### config.mk
export PLATFORM = sky130hd
export DESIGN_NAME = ser_sum_collect
export DESIGN_NICKNAME = d
export VERILOG_FILES = /design/src/rtl/ser_pkg.sv /design/src/rtl/ser_bit_counter.sv /design/src/rtl/ser_sum_collect.sv
export SDC_FILE = /design/constraint.sdc
export NUM_CORES = 1
export LEC_CHECK = 0
export BUFFER_PORTS_ARGS = -buffer_cell sky130_fd_sc_hd__buf_2
export CORE_ASPECT_RATIO = 1.4
export CORE_MARGIN = 3
export CORE_UTILIZATION = 55
export DETAILED_ROUTE_END_ITERATION = 8
export PLACE_DENSITY = 0.78
export SLEW_MARGIN = 20
export SYNTH_ARGS = -nofsm -noshare
export SYNTH_HDL_FRONTEND = slang
export SYNTH_HIERARCHICAL = 1
export SYNTH_SLANG_ARGS = --single-unit
### constraint.sdc
create_clock -name clk -period 2.9 [get_ports clk]
set_input_delay 0.58 -clock clk [delete_from_list [all_inputs] [get_ports clk]]
set_output_delay 0.58 -clock clk [all_outputs]
set_load 0.02 [all_outputs]
### src/rtl/ser_pkg.sv
// Shared definitions for the bit-serial adder datapath.
package ser_pkg;

  localparam int SER_WIDTH = 16;

  typedef enum logic {
    IDLE  = 1'b0,
    SHIFT = 1'b1
  } shift_state_t;

endpackage

### src/rtl/ser_bit_counter.sv
// Bit position counter for serial frame collection; flags the final bit.
module ser_bit_counter #(
  parameter int WIDTH = 16,
  parameter int CNT_W = $clog2(WIDTH)
) (
  input  logic clk,
  input  logic reset,
  input  logic i_load,
  input  logic i_inc,
  input  logic i_clr,
  output logic o_last
);

  localparam logic [CNT_W-1:0] LAST_CNT = CNT_W'(WIDTH - 1);

  logic [CNT_W-1:0] r_count;

  // load wins over clear so a restart on the final bit begins a new frame
  always_ff @(posedge clk or negedge reset) begin
    if (!reset) begin
      r_count <= '0;
    end else if (i_load) begin
      r_count <= CNT_W'(1);
    end else if (i_clr) begin
      r_count <= '0;
    end else if (i_inc) begin
      r_count <= r_count + CNT_W'(1);
    end
  end

  assign o_last = (r_count == LAST_CNT);

endmodule

### src/rtl/ser_sum_collect.sv
// Reassembles an LSB-first serial sum plus carry into a parallel result,
// double-buffered behind a valid/ready output with sticky overrun.
module ser_sum_collect
  import ser_pkg::*;
#(
  parameter int WIDTH = SER_WIDTH,
  parameter int CNT_W = $clog2(WIDTH)
) (
  input  logic             clk,
  input  logic             reset,
  input  logic             start,
  input  logic             sum_in,
  input  logic             cout_in,
  input  logic             res_ready,
  output logic             res_valid,
  output logic [WIDTH-1:0] result,
  output logic             carry_out,
  output logic             busy,
  output logic             overrun,
  input  logic             clr_ovr
);

  shift_state_t     r_state;
  shift_state_t     w_next;
  logic [WIDTH-1:0] r_shreg;
  logic [WIDTH-1:0] r_result;
  logic             r_carry;
  logic             r_valid;
  logic             r_ovr;

  logic             w_shift;
  logic             w_load;
  logic             w_inc;
  logic             w_clr;
  logic             w_done;
  logic             w_last;
  logic             w_accept;
  logic             w_drop;
  logic [WIDTH-1:0] w_word;

  ser_bit_counter #(
    .WIDTH (WIDTH),
    .CNT_W (CNT_W)
  ) u_cnt (
    .clk    (clk),
    .reset  (reset),
    .i_load (w_load),
    .i_inc  (w_inc),
    .i_clr  (w_clr),
    .o_last (w_last)
  );

  assign w_word = {sum_in, r_shreg[WIDTH-1:1]};

  always_comb begin
    w_next  = r_state;
    w_shift = 1'b0;
    w_load  = 1'b0;
    w_inc   = 1'b0;
    w_clr   = 1'b0;
    w_done  = 1'b0;
    case (r_state)
      IDLE: begin
        if (start) begin
          w_shift = 1'b1;
          w_load  = 1'b1;
          w_next  = SHIFT;
        end
      end
      SHIFT: begin
        if (start) begin
          // silent restart: current bit becomes bit 0 of the new frame
          w_shift = 1'b1;
          w_load  = 1'b1;
        end else if (w_last) begin
          w_shift = 1'b1;
          w_clr   = 1'b1;
          w_done  = 1'b1;
          w_next  = IDLE;
        end else begin
          w_shift = 1'b1;
          w_inc   = 1'b1;
        end
      end
      default: w_next = IDLE;
    endcase
  end

  always_ff @(posedge clk or negedge reset) begin
    if (!reset) begin
      r_state <= IDLE;
      r_shreg <= '0;
    end else begin
      r_state <= w_next;
      if (w_shift) r_shreg <= w_word;
    end
  end

  assign w_accept = w_done && (!r_valid || res_ready);
  assign w_drop   = w_done && r_valid && !res_ready;

  always_ff @(posedge clk or negedge reset) begin
    if (!reset) begin
      r_result <= '0;
      r_carry  <= 1'b0;
      r_valid  <= 1'b0;
      r_ovr    <= 1'b0;
    end else begin
      if (w_accept) begin
        r_result <= w_word;
        r_carry  <= cout_in;
        r_valid  <= 1'b1;
      end else if (r_valid && res_ready) begin
        r_valid <= 1'b0;
      end
      if (w_drop) begin
        r_ovr <= 1'b1;
      end else if (clr_ovr) begin
        r_ovr <= 1'b0;
      end
    end
  end

  assign res_valid = r_valid;
  assign result    = r_result;
  assign carry_out = r_carry;
  assign busy      = (r_state == SHIFT);
  assign overrun   = r_ovr;

endmodule

==> qor.yml, run 1 <==
status: "finished clean"
leakagePower_nw: 0.927
relSlewSlack_pct: 44.4
hpwl_mm: 1.63
die_w_um: 50.9
critical_path.startpoint_type: "flip-flop"
place_area_um2: 1700
arrival_ns: 2.14
finalInstanceArea_um2: 1790
path_class: "reg2reg"
synth_cells: 99
power_density_nw_per_um2: 553
vias_per_cell: 5.11
path_max_fanout: 17
min_period_ns: 1.91
grt_max_degree: 40
reg2reg_from: "u_cnt/r_count[0]$_DFFE_PN0P_"
coreArea_um2: 2670
clockBufferDepth: 2
synth_warnings: 6
syn_avg_cell_area_um2: 15.7
cts_hold_buf: 0
irDropWorstVdd_v: 0.000503
grt_pass1_wl_mm: 4.02
syn_to_final_growth_pct: 15.1
finalPower_w: 0.000990
io_buffers: 26
netlist_area_um2: 1560
crit_path_end_kind: "flip-flop"
numClockSinks: 39
hold_viol: 0
busiest_layer: "met2"
crit_end: "result[7]$_DFFE_PN0P_"
die_h_um: 68.9
synth_nets: 107
numCtsBuffers: 5
stdcell_count: 167
gp_congestion: 0.699
row_count: 22
antenna_left: 0
die_area_um2: 3510
fin_crit_sh_pct: 66.0
met2_usage_pct: 23.9
critPathLaunch: "u_cnt/r_count[0]$_DFFE_PN0P_"
final_cell_mix: "dfrtp_1 (39), mux2_2 (32), buf_2 (26)"
h-tree-depth: 2
nets: 138
rrSetupSlack_ns: 0.99
ioPinCount: 27
clkSlewWorstSetupHoldPaths_ns: 0.12
rsz0062_at_grt: "no"
synth-seq-area-share_pct: 62.8
postCtsSetupRepairBufs: 0
grt-ovfl-total: 0
fin_worst_skew_ns: 0.0119
r2r_cells: 5
first_iter_violations: 17
ys_types: 25
first_pass_iters: 4
antenna_found_initial: 0
setup_violations: 0
yosys_register_bits: 39
drv_cap: 0
required_ns: 3.13
insertedDiodeCount: 0
hold_ws_ns: 0.328
r2r-end: "result[7]$_DFFE_PN0P_"
worstMarginPinSlew_ns: 0.834
cts_root_buffer: "clkbuf_4"
grt_usage_pct: 16.2
dp_cells: 159
routed_wl_mm: 2.35
via_count: 853
grtUsageMet3_pct: 7.10
hold_path.class: "in2async"
layout-drive-gt1-share_pct: 54.2
cts_resized: 0
start_util_pct: 58.2
insertion_delay_ns: 0.34
grt_pass1_vias: 864
use_met1_pct: 19.9
drc: 0
wl_per_cell_um: 14.1
cts_tree: "yes"
fmaxAchievable_mhz: 522
layout.cells.most_common: "dfrtp_1"
finalSetupTns_ns: 0
drv_slew: 0
## worst max-delay path, cell delays in order (launching register included)
cell and delay (ns):
dfrtp_1 0.40, ha_1 0.20, and3_1 0.23, nand3b_4 0.12, nor2b_4 0.45, mux2_2 0.40
## synth_stat cells (all sizes together)
cell type,n,share of area [%]
a21bo,1,0.64
a21oi,1,0.32
and3,1,0.40
buf,3,2.2
dfrtp,39,63
ha,1,0.80
inv,2,0.48
mux2,33,24
mux2i,1,0.64
nand2,1,0.24
nand2b,3,1.2
nand3b,2,1.8
nand4,1,0.40
nor2,3,0.72
nor2b,1,0.88
nor3,1,0.32
nor3b,1,0.48
o21bai,1,0.48
o22ai,1,0.40
or2,1,0.40
xnor2,1,0.56
## registers in the layout, indices dropped and copies added (netlist names)
signal	flops
res_valid	1
overrun	1
carry_out	1
r_shreg	15
busy	1
u_cnt/r_count	4
result	16
## worst min path at each step
stage	to	depth (start not counted)	slack, ns
finish	result[0]$_DFFE_PN0P_	1	0.33
global route	result[5]$_DFFE_PN0P_	1	0.37
CTS	result[12]$_DFFE_PN0P_	1	0.33
detailed placement	result[15]$_DFFE_PN0P_	1	0.49
global placement	result[6]$_DFFE_PN0P_	1	0.48
floorplan	busy$_DFF_PN0_	0	0.28
## report_power, final
part           internal [W]  switching, W
Combinational     0.0000204     0.0000216
Clock              0.000204      0.000174
Sequential         0.000559     0.0000112
Total              0.000783      0.000207
## layer usage
| metal | vias to the layer above | share of wire, % |
|---|---|---|
| met5 | - | 0 |
| met4 | 0 | 1.3 |
| met3 | 5 | 7.1 |
| met1 | 413 | 42 |
| met2 | 26 | 49 |
| li1 | 409 | - |
## area by class of cell
type	instances	area (um^2)
sequential	39	976
fill	222	880
multi-input combinational	55	538
timing repair buffer	27	138
clock buffer	6	51.3
tap	36	45.0
clock inverter	2	35.0
inverter	2	7.51
## cells by family after synthesis
kind of cell    count (synthesis)  share of synthesized area (%)
compound gates                  4                           1.85
buf+inv                         5                           2.65
mux                            34                           24.5
flops                          39                           62.8
fa+ha+maj                       1                          0.804
simple gates                   15                           6.84
xor+xnor                        1                          0.563
## per-stage QoR
stage / utilization (%) / worst slack, ns
final: 67.1 / 0.986
after global routing: 67.1 / 0.846
after CTS: 67.1 / 0.987
after detailed placement: 63.8 / 0.998
after global placement: 63.8 / 1.03
after floorplan: - / 1.13
Note: power is estimated with default switching activity, not from simulation.
==> run 2: changes to the inputs <==
--- a/config.mk
+++ b/config.mk
@@ -5,12 +5,13 @@
 export SDC_FILE = /design/constraint.sdc
 export NUM_CORES = 1
 export LEC_CHECK = 0
+export ABC_AREA = 1
 export BUFFER_PORTS_ARGS = -buffer_cell sky130_fd_sc_hd__buf_2
 export CORE_ASPECT_RATIO = 1.4
 export CORE_MARGIN = 3
-export CORE_UTILIZATION = 55
+export CORE_UTILIZATION = 54
 export DETAILED_ROUTE_END_ITERATION = 8
-export PLACE_DENSITY = 0.78
+export PLACE_DENSITY = 0.76
 export SLEW_MARGIN = 20
 export SYNTH_ARGS = -nofsm -noshare
 export SYNTH_HDL_FRONTEND = slang
==> constraint.sdc (replaced) <==
create_clock -name clk -period 1.9 [get_ports clk]
set_input_delay 0.38 -clock clk [delete_from_list [all_inputs] [get_ports clk]]
set_output_delay 0.38 -clock clk [all_outputs]
set_load 0.02 [all_outputs]
==> run 2 against run 1 <==
Effect of this change:
- utilization shrank 2.8 points
- global-route usage grew 3.1 points
- critical path type unchanged
- non-clock buffer count grew 3
- synthesized cell count grew 74%
- sequential share of layout area shrank 1.8 points
- wire length grew 28%
==> qor.yml, run 2 <==
critical_path.startpoint_type: "flip-flop"
grt_pass1_vias: 1251  # +45%
yosys_register_bits: 39  # unchanged
ioPinCount: 27  # unchanged
gp_congestion: 0.727  # +4.1%
hold_path.class: "in2async"
synth_edf_count: 0  # unchanged
via_count: 1235  # +45%
fillers: 241  # +8.6%
antenna_left: 0  # unchanged
first_pass_iters: 4  # unchanged
fin_worst_skew_ns: 0.00442  # -0.00744 ns
place_area_um2: 1760  # +3.3%
yosysMostFrequentCell: "nand2_1"
synth_top_family_by_area: "simple AND/OR/NAND/NOR gates"
finalInstanceArea_um2: 1850  # +3.4%
cts_hold_buf: 0  # unchanged
path_class: "reg2reg"
cp_common_cell: "nand2_1"
numCtsBuffers: 5  # unchanged
rsz0062_at_grt: "no"
die_w_um: 52.5  # +3.1%
power_density_nw_per_um2: 808  # +46%
synthAdderAreaFrac_pct: 0.765  # -0.039 points
synth_xor_area_share_pct: 1.07  # +0.51 points
antenna_found_initial: 0  # unchanged
async_flop_share_pct: 100  # unchanged
insertion_delay_ns: 0.28  # -0.06 ns
nets: 207  # +50%
crit_path_end_kind: "flip-flop"
h-tree-depth: 2  # unchanged
wl_per_cell_um: 12.8  # -9.1%
synth_compound_area_share_pct: 5.97  # +4.1 points
fin_crit_sh_pct: 89.6  # +24 points
synthMuxAreaShare_pct: 0  # -25 points
grt_pass1_wl_mm: 5.33  # +33%
layout.cells.most_common: "nand2_1"
syn_avg_cell_area_um2: 9.51  # -39%
setup_violations: 0  # unchanged
reg2reg_from: "u_cnt/r_count[0]$_DFFE_PN0P_"
numClockSinks: 39  # unchanged
arrival_ns: 1.88  # -0.26 ns
finalSetupTns_ns: 0  # unchanged
drv_cap: 0  # unchanged
synth-main-ff-cell: "dfrtp_1"
cts_tree: "yes"
min_period_ns: 1.70  # -0.211 ns
grt_max_degree: 40  # unchanged
routed_wl_mm: 3.02  # +28%
hold_ws_ns: 0.134  # -0.194 ns
synth_nets: 180  # +68%
path_max_fanout: 5  # -12
synth.area.top_cells: "dfrtp_1 (60%), nand2_1 (12%), nand4_1 (6.5%)"
slowest_stage: "dfrtp_1"
drv_slew: 0  # unchanged
dp_cells: 229  # +44%
synth.largest_area_cell: "dfrtp_1"
irDropWorstVdd_v: 0.000645  # +28%
hpwl_mm: 2.16  # +33%
cpPeakStageDelay_ns: 0.42  # -0.03 ns
largest_reg_flops: 16  # unchanged
first_iter_violations: 55  # +38
synth_warnings: 6  # unchanged
rrSetupSlack_ns: 0.20  # -0.79 ns
die_h_um: 71.1  # +3.2%
hold_viol: 0  # unchanged
synth_simple_gate_area_share_pct: 24.6  # +18 points
coreArea_um2: 2880  # +7.8%
die_area_um2: 3730  # +6.4%
row_count: 23  # +4.5%
vias_per_cell: 5.23  # +2.5%
start_util_pct: 56.8  # -1.4 points
grt-ovfl-total: 0  # unchanged
grt_usage_pct: 19.3  # +3.1 points
status: "finished clean"
synthTopCellsByCount: "nand2_1 (52), dfrtp_1 (39), nand4_1 (17), nor2_1 (14), inv_1 (13)"
r2r_cells: 10  # +5
synth-seq-area-share_pct: 59.7  # -3.1 points
stdcell_count: 236  # +41%
drc: 0  # unchanged
netlist_area_um2: 1640  # +5.1%
fmaxAchievable_mhz: 587  # +12%
layout-drive-gt1-share_pct: 21.1  # -33 points
required_ns: 2.08  # -1.05 ns
r2r-end: "u_cnt/r_count[3]$_DFFE_PN0P_"
synth_cells: 172  # +74%
clkSlewWorstSetupHoldPaths_ns: 0.07  # -0.05 ns
finish.utilization_pct: 64.3  # -2.8 points
syn_to_final_growth_pct: 13.2
relSlewSlack_pct: 68.6  # +24 points
worstPathCellList: "ha_1, and3_1, inv_1, nand2_1, nor2_2, nand2_1, nor2_2, nand2_1, nand2_1, nor2_1"
io_buffers: 26  # unchanged
ys_types: 21  # -16%
worstMarginPinSlew_ns: 0.471  # -0.363 ns
clockBufferDepth: 2  # unchanged
insertedDiodeCount: 0  # unchanged
yosysTopAreaCellShare_pct: 59.7  # -3.1 points
leakagePower_nw: 1.02  # +10%
cts_root_buffer: "clkbuf_8"
final_cell_mix: "nand2_1 (52), dfrtp_1 (39), buf_2 (26)"
-- run 2: changes by cell type after synthesis, moves of 7 or more --
cell,change
inv_1,+11
o21ai_0,+9
mux2_2,-32
nand4_1,+16
nand2_1,+51
a21oi_1,+7
nor2_1,+11
-- run 2: layout make-up --
type | count | area [um^2] | share of cell area (%)
clock buffers | 6 | 82.6 | 4.46
clock inverters | 1 | 5.00 | 0.270
inverters | 13 | 48.8 | 2.64
multi-input cells | 110 | 532 | 28.7
flip-flops and latches | 39 | 976 | 52.7
well taps | 37 | 46.3 | 2.50
repair buffers | 30 | 160 | 8.65
-- run 2: worst max-delay path: cells and delay by family, from the launching register on --
kind | cells | cell delay, ns
flip-flops | 1 | 0.42
AND/OR/NAND/NOR | 8 | 0.85
adder cells (fa/ha/maj) | 1 | 0.23
buffers and inverters | 1 | 0.10
-- run 2: per-layer routing --
| layer | vias up | share of wire (%) | global-route usage (%) |
|---|---|---|---|
| li1 | 608 | - | - |
| met1 | 591 | 40 | 21.4 |
| met2 | 30 | 55 | 32.3 |
| met3 | 6 | 3.9 | 6.53 |
| met4 | 0 | 1.1 | 9.38 |
| met5 | - | 0 | 0 |
-- run 2: through the flow --
step | power (W) | setup WS (ns)
finish | 0.00149 | 0.197
global route | 0.00156 | 0.0464
CTS | 0.00152 | 0.103
detailed placement | 0.000964 | 0.119
global placement | 0.000956 | 0.327
floorplan | 0.000923 | 0.356
-- run 2: timing repair --
item | in CTS | in global routing
setup endpoints to repair | 0 | 1
buffers inserted | 0 | 0
gates resized for setup | 0 | 1
-- run 2: power by group --
group          internal [W]  total (W)  switching (W)
sequential         0.000856   0.000874      0.0000184
combinational     0.0000260  0.0000736      0.0000475
clock              0.000284   0.000547       0.000263
total               0.00117    0.00149       0.000329
-- run 2: worst max-delay path by stage --
stage	startpoint	to	cells after the start	slack, ns
after global routing	u_cnt/r_count[0]$_DFFE_PN0P_	u_cnt/r_count[3]$_DFFE_PN0P_	10	0.05
final	u_cnt/r_count[0]$_DFFE_PN0P_	u_cnt/r_count[3]$_DFFE_PN0P_	10	0.20
after detailed placement	u_cnt/r_count[0]$_DFFE_PN0P_	u_cnt/r_count[3]$_DFFE_PN0P_	10	0.12
after CTS	u_cnt/r_count[0]$_DFFE_PN0P_	u_cnt/r_count[3]$_DFFE_PN0P_	10	0.10
after global placement	u_cnt/r_count[0]$_DFFE_PN0P_	u_cnt/r_count[3]$_DFFE_PN0P_	10	0.33
after floorplan	u_cnt/r_count[0]$_DFFE_PN0P_	u_cnt/r_count[3]$_DFFE_PN0P_	10	0.36
-- run 2: cells by family (layout without fill, tap and decap cells) --
family          Yosys count  in the layout
compound gates           19             19
xor+xnor                  2              2
fa+ha+maj                 1              1
buf+inv                  23             50
flops                    39             39
simple gates             88             88
